File: src/rtl/gpio_bank_pkg.sv
// Shared constants for the GPIO bank: register map addresses and reset value.
package gpio_bank_pkg;

    localparam logic [2:0] ADDR_OUT  = 3'd0;
    localparam logic [2:0] ADDR_DIR  = 3'd1;
    localparam logic [2:0] ADDR_IN   = 3'd2;
    localparam logic [2:0] ADDR_MASK = 3'd3;
    localparam logic [2:0] ADDR_STAT = 3'd4;
    localparam logic [2:0] ADDR_EDGE = 3'd5;
    localparam logic [2:0] ADDR_SET  = 3'd6;
    localparam logic [2:0] ADDR_CLR  = 3'd7;

    // Every register bit comes out of reset at this value.
    localparam logic GPIO_RST_BIT = 1'b0;

endpackage

File: src/rtl/apb_gpio_bank_if.sv
// APB bus bundle between the SPI bridge (master) and one GPIO bank (slave).
interface apb_gpio_bank_if #(
    parameter int DATA_WIDTH = 8,
    parameter int ADDR_WIDTH = 3
);
    logic                  psel;
    logic                  penable;
    logic                  pwrite;
    logic [ADDR_WIDTH-1:0] paddr;
    logic [DATA_WIDTH-1:0] pwdata;
    logic [DATA_WIDTH-1:0] prdata;
    logic                  pready;

    modport master (
        output psel, penable, pwrite, paddr, pwdata,
        input  prdata, pready
    );

    modport slave (
        input  psel, penable, pwrite, paddr, pwdata,
        output prdata, pready
    );
endinterface

File: src/rtl/gpio_sync.sv
// Two-flop synchroniser for asynchronous pin inputs.
// Latency: 2 clk cycles. No backpressure.
module gpio_sync #(
    parameter int DATA_WIDTH = 8
) (
    input  logic                  clk,
    input  logic                  rst_n,
    input  logic [DATA_WIDTH-1:0] d,
    output logic [DATA_WIDTH-1:0] q
);
    logic [DATA_WIDTH-1:0] meta;

    always_ff @(posedge clk or negedge rst_n) begin
        if (!rst_n) begin
            meta <= '0;
            q    <= '0;
        end else begin
            meta <= d;
            q    <= meta;
        end
    end
endmodule

File: src/rtl/apb_gpio_bank.sv
// APB slave for one GPIO bank: OUT/DIR/IN registers, optional edge interrupts (GPIO_IRQ_EN).
// Latency: fixed one wait state, pready 2 cycles after setup; pins visible in IN 2 cycles after change.
// Backpressure: none beyond the fixed wait state; a dropped psel/penable aborts with no register update.
module apb_gpio_bank #(
    parameter int DATA_WIDTH = 8,
    parameter int ADDR_WIDTH = 3
) (
    input  logic                  pclk,
    input  logic                  presetn,
    apb_gpio_bank_if.slave        apb,
    input  logic [DATA_WIDTH-1:0] gpio_in,
    output logic [DATA_WIDTH-1:0] gpio_out,
    output logic [DATA_WIDTH-1:0] gpio_oe,
    output logic                  irq
);
    import gpio_bank_pkg::*;

    localparam logic [DATA_WIDTH-1:0] RST_VAL = {DATA_WIDTH{GPIO_RST_BIT}};

    logic                  access;
    logic                  wr_en;
    logic [DATA_WIDTH-1:0] out_q;
    logic [DATA_WIDTH-1:0] dir_q;
    logic [DATA_WIDTH-1:0] in_sync;
    logic [DATA_WIDTH-1:0] rd_mux;

    assign access = apb.psel & apb.penable;
    assign wr_en  = access & apb.pready & apb.pwrite;

    gpio_sync #(.DATA_WIDTH(DATA_WIDTH)) u_sync (
        .clk   (pclk),
        .rst_n (presetn),
        .d     (gpio_in),
        .q     (in_sync)
    );

`ifdef GPIO_IRQ_EN
    logic [DATA_WIDTH-1:0] mask_q;
    logic [DATA_WIDTH-1:0] stat_q;
    logic [DATA_WIDTH-1:0] edge_q;
    logic [DATA_WIDTH-1:0] hist_q;
    logic [DATA_WIDTH-1:0] evt;
    logic [DATA_WIDTH-1:0] w1c;

    // Per-pin event: rising when edge bit is 0, falling when 1.
    assign evt = (~edge_q & in_sync & ~hist_q) | (edge_q & ~in_sync & hist_q);
    assign w1c = (wr_en && apb.paddr == ADDR_STAT) ? apb.pwdata : '0;

    always_ff @(posedge pclk or negedge presetn) begin
        if (!presetn) begin
            mask_q <= RST_VAL;
            stat_q <= RST_VAL;
            edge_q <= RST_VAL;
            hist_q <= RST_VAL;
            irq    <= 1'b0;
        end else begin
            hist_q <= in_sync;
            // A new event on the same cycle as its W1C keeps the bit set.
            stat_q <= (stat_q & ~w1c) | evt;
            irq    <= |(stat_q & mask_q);
            if (wr_en && apb.paddr == ADDR_MASK) mask_q <= apb.pwdata;
            if (wr_en && apb.paddr == ADDR_EDGE) edge_q <= apb.pwdata;
        end
    end
`else
    assign irq = 1'b0;
`endif

    always_comb begin
        rd_mux = '0;
        case (apb.paddr)
            ADDR_OUT:  rd_mux = out_q;
            ADDR_DIR:  rd_mux = dir_q;
            ADDR_IN:   rd_mux = in_sync;
`ifdef GPIO_IRQ_EN
            ADDR_MASK: rd_mux = mask_q;
            ADDR_STAT: rd_mux = stat_q;
            ADDR_EDGE: rd_mux = edge_q;
`endif
            default:   rd_mux = '0;
        endcase
    end

    // pready doubles as the wait-state flop; prdata is only non-zero alongside it.
    always_ff @(posedge pclk or negedge presetn) begin
        if (!presetn) begin
            apb.pready <= 1'b0;
            apb.prdata <= '0;
        end else if (access && !apb.pready) begin
            apb.pready <= 1'b1;
            apb.prdata <= rd_mux;
        end else begin
            apb.pready <= 1'b0;
            apb.prdata <= '0;
        end
    end

    always_ff @(posedge pclk or negedge presetn) begin
        if (!presetn) begin
            out_q <= RST_VAL;
            dir_q <= RST_VAL;
        end else if (wr_en) begin
            case (apb.paddr)
                ADDR_OUT: out_q <= apb.pwdata;
                ADDR_DIR: dir_q <= apb.pwdata;
                ADDR_SET: out_q <= out_q | apb.pwdata;
                ADDR_CLR: out_q <= out_q & ~apb.pwdata;
                default:  ;
            endcase
        end
    end

    assign gpio_out = out_q;
    assign gpio_oe  = dir_q;

endmodule
File: src/flat_wrapper.sv
// flat-port wrapper written by rule: the top's interface ports become plain ports
module apb_gpio_bank_flat import gpio_bank_pkg::*;
#(
    parameter int DATA_WIDTH = 8,
    parameter int ADDR_WIDTH = 3
)
  (pclk, presetn, gpio_in, gpio_out, gpio_oe, irq, apb_psel, apb_penable, apb_pwrite, apb_paddr, apb_pwdata, apb_prdata, apb_pready);
  apb_gpio_bank_if #(.DATA_WIDTH(DATA_WIDTH), .ADDR_WIDTH(ADDR_WIDTH)) apb_i ();
  input  logic pclk;
  input  logic presetn;
  input  logic [DATA_WIDTH-1:0] gpio_in;
  output logic [DATA_WIDTH-1:0] gpio_out;
  output logic [DATA_WIDTH-1:0] gpio_oe;
  output logic irq;
  input wire logic [$bits(apb_i.psel)-1:0] apb_psel;
  input wire logic [$bits(apb_i.penable)-1:0] apb_penable;
  input wire logic [$bits(apb_i.pwrite)-1:0] apb_pwrite;
  input wire logic [$bits(apb_i.paddr)-1:0] apb_paddr;
  input wire logic [$bits(apb_i.pwdata)-1:0] apb_pwdata;
  output wire logic [$bits(apb_i.prdata)-1:0] apb_prdata;
  output wire logic [$bits(apb_i.pready)-1:0] apb_pready;
  assign apb_i.psel = apb_psel;
  assign apb_i.penable = apb_penable;
  assign apb_i.pwrite = apb_pwrite;
  assign apb_i.paddr = apb_paddr;
  assign apb_i.pwdata = apb_pwdata;
  assign apb_prdata = apb_i.prdata;
  assign apb_pready = apb_i.pready;
  apb_gpio_bank #(.DATA_WIDTH(DATA_WIDTH), .ADDR_WIDTH(ADDR_WIDTH)) u_core (.pclk(pclk), .presetn(presetn), .apb(apb_i), .gpio_in(gpio_in), .gpio_out(gpio_out), .gpio_oe(gpio_oe), .irq(irq));
endmodule
File: config.mk
export PLATFORM = sky130hd
export DESIGN_NAME = apb_gpio_bank_flat
export DESIGN_NICKNAME = d
export VERILOG_FILES = /design/src/rtl/gpio_bank_pkg.sv /design/src/rtl/apb_gpio_bank_if.sv /design/src/rtl/gpio_sync.sv /design/src/rtl/apb_gpio_bank.sv /design/src/flat_wrapper.sv
export SDC_FILE = /design/constraint.sdc
export NUM_CORES = 1
export LEC_CHECK = 0
export BUFFER_PORTS_ARGS = -buffer_cell sky130_fd_sc_hd__buf_4
export CELL_PAD_IN_SITES_DETAIL_PLACEMENT = 0
export CELL_PAD_IN_SITES_GLOBAL_PLACEMENT = 1
export CORE_UTILIZATION = 43
export DETAILED_ROUTE_END_ITERATION = 7
export GPL_ROUTABILITY_DRIVEN = 1
export PLACE_DENSITY = 0.83
export SYNTH_ARGS = -nofsm -noshare
export SYNTH_HDL_FRONTEND = slang
export SYNTH_SLANG_ARGS = --single-unit
File: constraint.sdc
create_clock -name pclk -period 2.96 [get_ports pclk]
set_clock_uncertainty 0.1 [all_clocks]
set_input_delay 0.296 -clock pclk [delete_from_list [all_inputs] [get_ports pclk]]
set_output_delay 0.296 -clock pclk [all_outputs]
set_load 0.02 [all_outputs]
-- Word-level counts from Yosys, hierarchy flattened
Cells that the tools add are included.
- bits of input ports: 24
- logic and storage cells: 26
- bits in registers: 41
- output and inout port bits: 26
- muxes and demuxes: 4
- reductions and logical operators: 6
- bitwise operators: 6
- equal/unequal tests: 4
- operators by type and width (operator ; number):
    case mux 8 bit (3 select lines) ; 2
    bitwise AND 8 bit ; 1
    two-way mux 8 bit ; 1
    NOT 8 bit ; 1
    bitwise OR 8 bit ; 1
    equality test 3 bit (second input constant) ; 2
    AND reduction 2 bit ; 2
    bitwise AND 1 bit ; 3
    equality test 3 x 1 -> 1 bit (second input constant) ; 1
    equality test 3 x 2 -> 1 bit (second input constant) ; 1
    logical NOT 3 bit ; 1
    nonzero test 3 bit ; 1
    logical AND 1 bit ; 1
    logical NOT 1 bit ; 1
    two-way mux 1 bit ; 1

-- Depth between registers and ports, before layout
Gate-level depths: netlist (run 1).
- depth in word-level cells: 4
- mapped depth: 5
- depth with buffers taken out: 3

-- Hierarchy
Synthesis (run 1) repeated with hierarchy kept, for this count alone.
- cell total of the unflattened synthesis: 152
- area total of the unflattened synthesis: 1804.2 um^2
- by module, submodules not included (module ; times used ; cells an instance ; area an instance (um^2) ; sequential area each (um^2)):
    apb_gpio_bank ; 1 ; 136 ; 1403.8 ; 625.6
    gpio_sync ; 1 ; 16 ; 400.4 ; 400.4

-- Worst setup path before layout (run 1)
No wires, ideal clock.
- path kind: register to register
- start point: reg u_core.apb.pready
- end point: reg u_core.dir_q[0] (netlist: u_core.gpio_oe[0])
- slack: 1.101 ns
- arrival time: 1.634 ns
- clock period less this slack: 1.859 ns
- required time: 2.735 ns
- stages on the path, launching flop included: 5
- path buffers: 1
- setup time: 0.125 ns
- cell sequence: dfrtp_1 nand4_4 or4b_4 buf_6 mux2_4
- longest elaborated chain between the ends: 3
- RTL lines (element ; line ; source):
    start: declaration ; apb_gpio_bank_if.sv:21 ; output prdata, pready
    start signal: assignment ; apb_gpio_bank.sv:87 ; apb.pready <= 1'b0;
    start signal: assignment ; apb_gpio_bank.sv:90 ; apb.pready <= 1'b1;
    start signal: assignment ; apb_gpio_bank.sv:93 ; apb.pready <= 1'b0;
    bitwise AND 1 bit (2 in series) ; apb_gpio_bank.sv:28 ; assign wr_en = access & apb.pready & apb.pwrite;
    AND reduction 2 bit (no line) ; n/a ;
    end signal: assignment ; apb_gpio_bank.sv:105 ; ADDR_DIR: dir_q <= apb.pwdata;
    end: declaration ; apb_gpio_bank.sv:23 ; logic [DATA_WIDTH-1:0] dir_q;
Every way passes these cells.
A chain may end at the register's enable or synchronous reset.

-- Worst setup path after layout (run 1)
- start point: reg u_core.apb.pready
- end point: reg u_core.dir_q[5] (netlist: u_core.gpio_oe[5])
Same word-level chain as after synthesis.

==> results.toml, run 1 <==
[synth]
netlist.top_cell.by_area = "dfrtp_1"
syn_inst = 150
synth_nets = 174
yosys.area_share.simple = 0.104
syn_area_um2 = 1780
yosysMostFrequentCell = "dfrtp_1"
synth_top_family_by_area = "compound AO/OA/AOI/OAI gates"
synthArstFlopShare = 1.00
muxShareOfSynthArea = 0.113
avgSynthCellArea_um2 = 11.8
synth_edf_count = 0
synthXorXnorAreaFrac = 0
synth-seq-cells = 41
ys_top_cells_by_count = "dfrtp_1, inv_1, nand2_1"
yosysUniqueCellTypes = 24
synth_compound_area_frac = 0.135
ys_seq_area_frac = 0.578
synthAdderAreaFrac = 0
synth_ff_type = "dfrtp_1"
synth_top_area_frac = 0.578
yosys_warnings = 0
synth.area.top_cells = "dfrtp_1, mux2_4, mux2i_1, a221oi_1, o32ai_1"

[clock_network]
post_cts_buffers = 0
cts-root-buf = "clkbuf_8"
cts_htree_levels = 2
cts_tree = "yes"
cts.clk_slew.worst_paths_ps = 70
cts_sinks = 41
cts_hold_buf = 5
numCtsBuffers = 5
clockBufferDepth = 2
cts_resized = 0
insertion_delay_ps = 300

[placement]
port-buffer-count = 48
dp_cells = 235
gp_congestion = 0.744
dpl.hpwl_um = 2550
place_area_um2 = 2140

[sta]
hold_viol = 0
fmax_mhz = 518
worst_pin_slew_ps = 541
min_period_over_period = 0.653
setup_violations = 0
min_period_ps = 1930
rsz0062_at_grt = "no"
maxSlewViolCount = 0
whs_ps = 11.5
max_slew_margin = 0.639
tns_ps = 0

[drt]
wl_um = 3910
firstDrtPassIters = 8
routed_via_density = 5.41
routedWlPerCell_um = 15.6
drc = 4
routed-via-count = 1357
drt_first_iter_violations = 79
ant_nets = 0

[grt]
grt_usage = 0.194
grt_start_max_net_pins = 42
grt_pass1_wl_um = 6150
first_global_vias = 1254
antenna_found_initial = 0
overflow = 0

[power_and_ir_drop]
peakVddDrop_uv = 304
leakagePower_nw = 1.12
p_per_area_nw_per_um2 = 534

[setup_path]
crit_family = "simple AND/OR/NAND/NOR gates"
crit_fanout = 18
cp.required_ps = 3040
start_kind = "flip-flop"
endpoint_kind = "flip-flop"
path_cells = "nand4_4, or4b_4, mux2_4"
crit_type = "flip-flop to flip-flop"
reg2reg_slack_ps = 1030
arrival_ps = 2010
cp_num_buf_inv = 0
cpMaxStageDelayCell = "or4b_4"
cpPeakStageDelay_ps = 700

[cells_and_area]
design_area_um2 = 2360
fillers = 318
area_growth_pct = 32.8
finalNonFillerCells = 251
drive_above_1_share = 0.365
final_nets = 226
antenna_cells = 0

[floorplanning]
die_w_um = 66.3
design.core.area_um2 = 3800
rows = 22
die_area_um2 = 4390
io_pins = 50
start_util = 0.467
die_y_um = 66.3

[run]
cap_violations = 0

[run_status]
status = "finished with violations"
failed_checks = "DRC"

[min_path]
hold_class = "input port to flip-flop"
-- cells in the final DEF, fill, tap and decap left out, types with 2 or more instances in the layout --
cell type	instances
a21oi_1	8
or2_2	8
o21ai_0	8
bufinv_16	2
dfrtp_1	41
nand4_1	8
inv_1	16
a221oi_1	8
o32ai_1	8
clkbuf_8	5
buf_4	48
mux2_4	8
nand2_1	9
dlygate4sd3_1	8
mux2i_1	8
-- cells by family (layout without fill, tap and decap cells) --
family	count (synthesis)	in the layout
AO/OA/AOI/OAI	34	34
buffers and inverters	28	81
flip-flops	41	41
multiplexers	16	16
other	1	1
AND/OR/NAND/NOR	30	30
-- through the flow --
step | worst slack (ps) | total power [mW] | utilization
floorplan | 1100 | 0.662 | -
detailed placement | 1040 | 0.727 | 0.563
global placement | 1100 | 0.723 | 0.563
global route | 954 | 1.30 | 0.621
CTS | 1040 | 1.27 | 0.613
finish | 1030 | 1.26 | 0.621
-- state kept, by name (all words and copies together) (netlist names) --
name                flops
u_core.apb.pready       1
u_core.gpio_out         8
u_core.u_sync.meta      8
u_core.gpio_oe          8
u_core.apb.prdata       8
u_core.u_sync.q         8
-- area by class of cell --
type	count	area (um2)	area share
repair buffers	56	440	0.187
well taps	48	60.1	0.0255
clock buffers	5	68.8	0.0292
flip-flops and latches	41	1030	0.435
multi-input cells	81	629	0.267
clock inverters	3	68.8	0.0292
inverters	17	63.8	0.0271
-- final timing paths --
| check | cells past startpoint | start | to |
|---|---|---|---|
| worst max-delay path | 3 | u_core.apb.pready | u_core.gpio_oe[5] |
| worst min-delay path | 1 | gpio_in[3] | u_core.u_sync.meta[3] |
| worst max register to register | 3 | u_core.apb.pready | u_core.gpio_oe[5] |
| max in group asynchronous | 2 | presetn | u_core.u_sync.q[6] |
| min in group asynchronous | 2 | presetn | u_core.gpio_oe[7] |
| worst min register to register | 0 | u_core.u_sync.meta[5] | u_core.u_sync.q[5] |
-- metal layers --
metal / vias up / share of wire / wire length (um) / track usage
met5: - / 0 / 0 / 0
met4: 0 / 0.019 / 75 / 0.0904
met3: 7 / 0.052 / 202 / 0.0414
met2: 51 / 0.50 / 1950 / 0.295
met1: 664 / 0.43 / 1680 / 0.264
li1: 635 / - / - / -
-- power breakdown --
part	switching (mW)	internal [mW]	leakage (nW)
combinational	0.0681	0.0625	0.517
sequential	0.0120	0.580	0.532
clock	0.196	0.339	0.0687
No activity file was read; power rests on OpenSTA's default activity.
==> run 2, diff against run 1 <==
- CORE_UTILIZATION: 43 -> 36
- PLACE_DENSITY: 0.83 -> 0.74
- clock period: 2.96 -> 1.6 ns (I/O delays scaled with it)
==> results.toml, run 2 (same netlist as run 1, synthesis figures left out) <==
[run_status]
status = "finished with violations"
failed_checks = "setup timing"

[floorplanning]
rows = 25
die_area_um2 = 5220
die_w_um = 72.2
die_y_um = 72.2
start_util = 0.376
io_pins = 50
design.core.area_um2 = 4720

[run]
cap_violations = 0

[setup_path]
endpoint_kind = "flip-flop"
crit_type = "flip-flop to flip-flop"
arrival_ps = 1720
rr_worst_depth = 3
startpoint = "u_core.apb.pready"
crit_fanout = 8
cpMaxStageDelayCell = "or4b_4"
cp.required_ps = 1670
path_cells = "nand4_4, or4b_4, mux2_4"
cpPeakStageDelay_ps = 610
start_kind = "flip-flop"
reg2reg_from = "u_core.apb.pready"

[power_and_ir_drop]
switching_share = 0.228
p_per_area_nw_per_um2 = 869
leakagePower_nw = 1.15
p_seq_frac = 0.510
internal_power_mw = 1.66
comb_power_share = 0.125
peakVddDrop_uv = 442
power_switching_uw = 490
clock_power_share = 0.366

[sta]
min_period_over_period = 1.03
rsz0062_at_grt = "yes"
layout_setup_ws_ps = -47.4
setup_violations = 8
hold_viol = 0
min_period_ps = 1650
worst_pin_slew_ps = 513
fmax_mhz = 607
maxSlewViolCount = 0
whs_ps = 23.4
max_slew_margin = 0.658

[drt]
routed_via_density = 5.05
drt_first_iter_violations = 74
wl_um = 4180
routed-via-count = 1408
routedWlPerCell_um = 15.0
drc = 0
ant_nets = 0
firstDrtPassIters = 4

[cells_and_area]
fin_util = 0.523
area_growth_pct = 39.3
final_nets = 236
antenna_cells = 0
final_cell_mix = "buf_4, dfrtp_1, inv_1, nand2_1, dlygate4sd3_1"
final_common_cell = "buf_4"
drive_above_1_share = 0.425

[placement]
gp_congestion = 0.795
port-buffer-count = 48
dpl.hpwl_um = 2890

[clock_network]
insertion_delay_ps = 280
cts-root-buf = "clkbuf_8"
cts.clk_slew.worst_paths_ps = 80
numCtsBuffers = 5
cts_htree_levels = 2
clockBufferDepth = 2
cts_tree = "yes"
cts_sinks = 41

[grt]
grt_pass1_wl_um = 6590
overflow = 0
grt_start_max_net_pins = 42
first_global_vias = 1424
antenna_found_initial = 0
grt_usage = 0.171

[min_path]
min_path_cells = 2
hold_class = "input port to flip-flop"
min_from = "apb_pwdata[5]"
==> run 2: worst max-delay path, delay by kind of cell (launching register included) <==
family	cells	cell delay, ps
flops	1	390
simple gates	2	700
mux	1	340
==> run 2: final timing paths <==
| kind | end | slack, ps |
|---|---|---|
| worst max register to register | u_core.gpio_oe[1] | -50 |
| worst max-delay path | u_core.gpio_oe[1] | -50 |
| min in group asynchronous | u_core.gpio_oe[2] | 280 |
| worst min register to register | u_core.u_sync.q[4] | 250 |
| max in group asynchronous | u_core.apb.pready | 730 |
| worst min-delay path | u_core.gpio_oe[5] | 20 |
==> run 2: layer usage <==
metal / global-route usage / vias up / part of all wire
met3: 0.0528 / 4 / 0.054
met1: 0.203 / 705 / 0.42
met2: 0.296 / 49 / 0.52
li1: - / 650 / -
met4: 0.0523 / 0 / 0.0077
met5: 0 / - / 0
==> run 2: per-stage QoR <==
step                setup TNS (ps)  power [mW]  instance area (um2)  setup WS, ps  std cells
floorplan                    -1210        1.23                 1780          -151        150
global placement             -22.2        1.36                 2230         -3.13        263
detailed placement            -282        1.36                 2230         -34.6        263
CTS                           -362        2.17                 2430         -54.9        279
global route                  -558        2.24                 2470         -72.7        279
finish                        -314        2.15                 2470         -47.4        279
==> run 2: what timing repair did <==
action,in CTS,in global routing
buffers inserted,0,0
endpoints found under the hold margin,49,0
hold buffers,9,0
resized for setup,2,6
setup endpoints to repair,13,12
==> run 2: layout make-up <==
type,instances,area (um2)
Multi-Input combinational cell,81,676
Timing Repair Buffer,66,518
Fill cell,425,2250
Clock inverter,2,35.0
Sequential cell,41,1030
Inverter,17,63.8
Clock buffer,5,68.8
Tap cell,67,83.8
==> run 2: power groups by stage <==
stage               clock network, mW  logic, mW  registers, mW
detailed placement                  0      0.246           1.12
finish                          0.786      0.268           1.10
floorplan                           0     0.0910           1.13
global route                    0.851      0.289           1.10
CTS                             0.811      0.265           1.10
global placement                    0      0.241           1.12
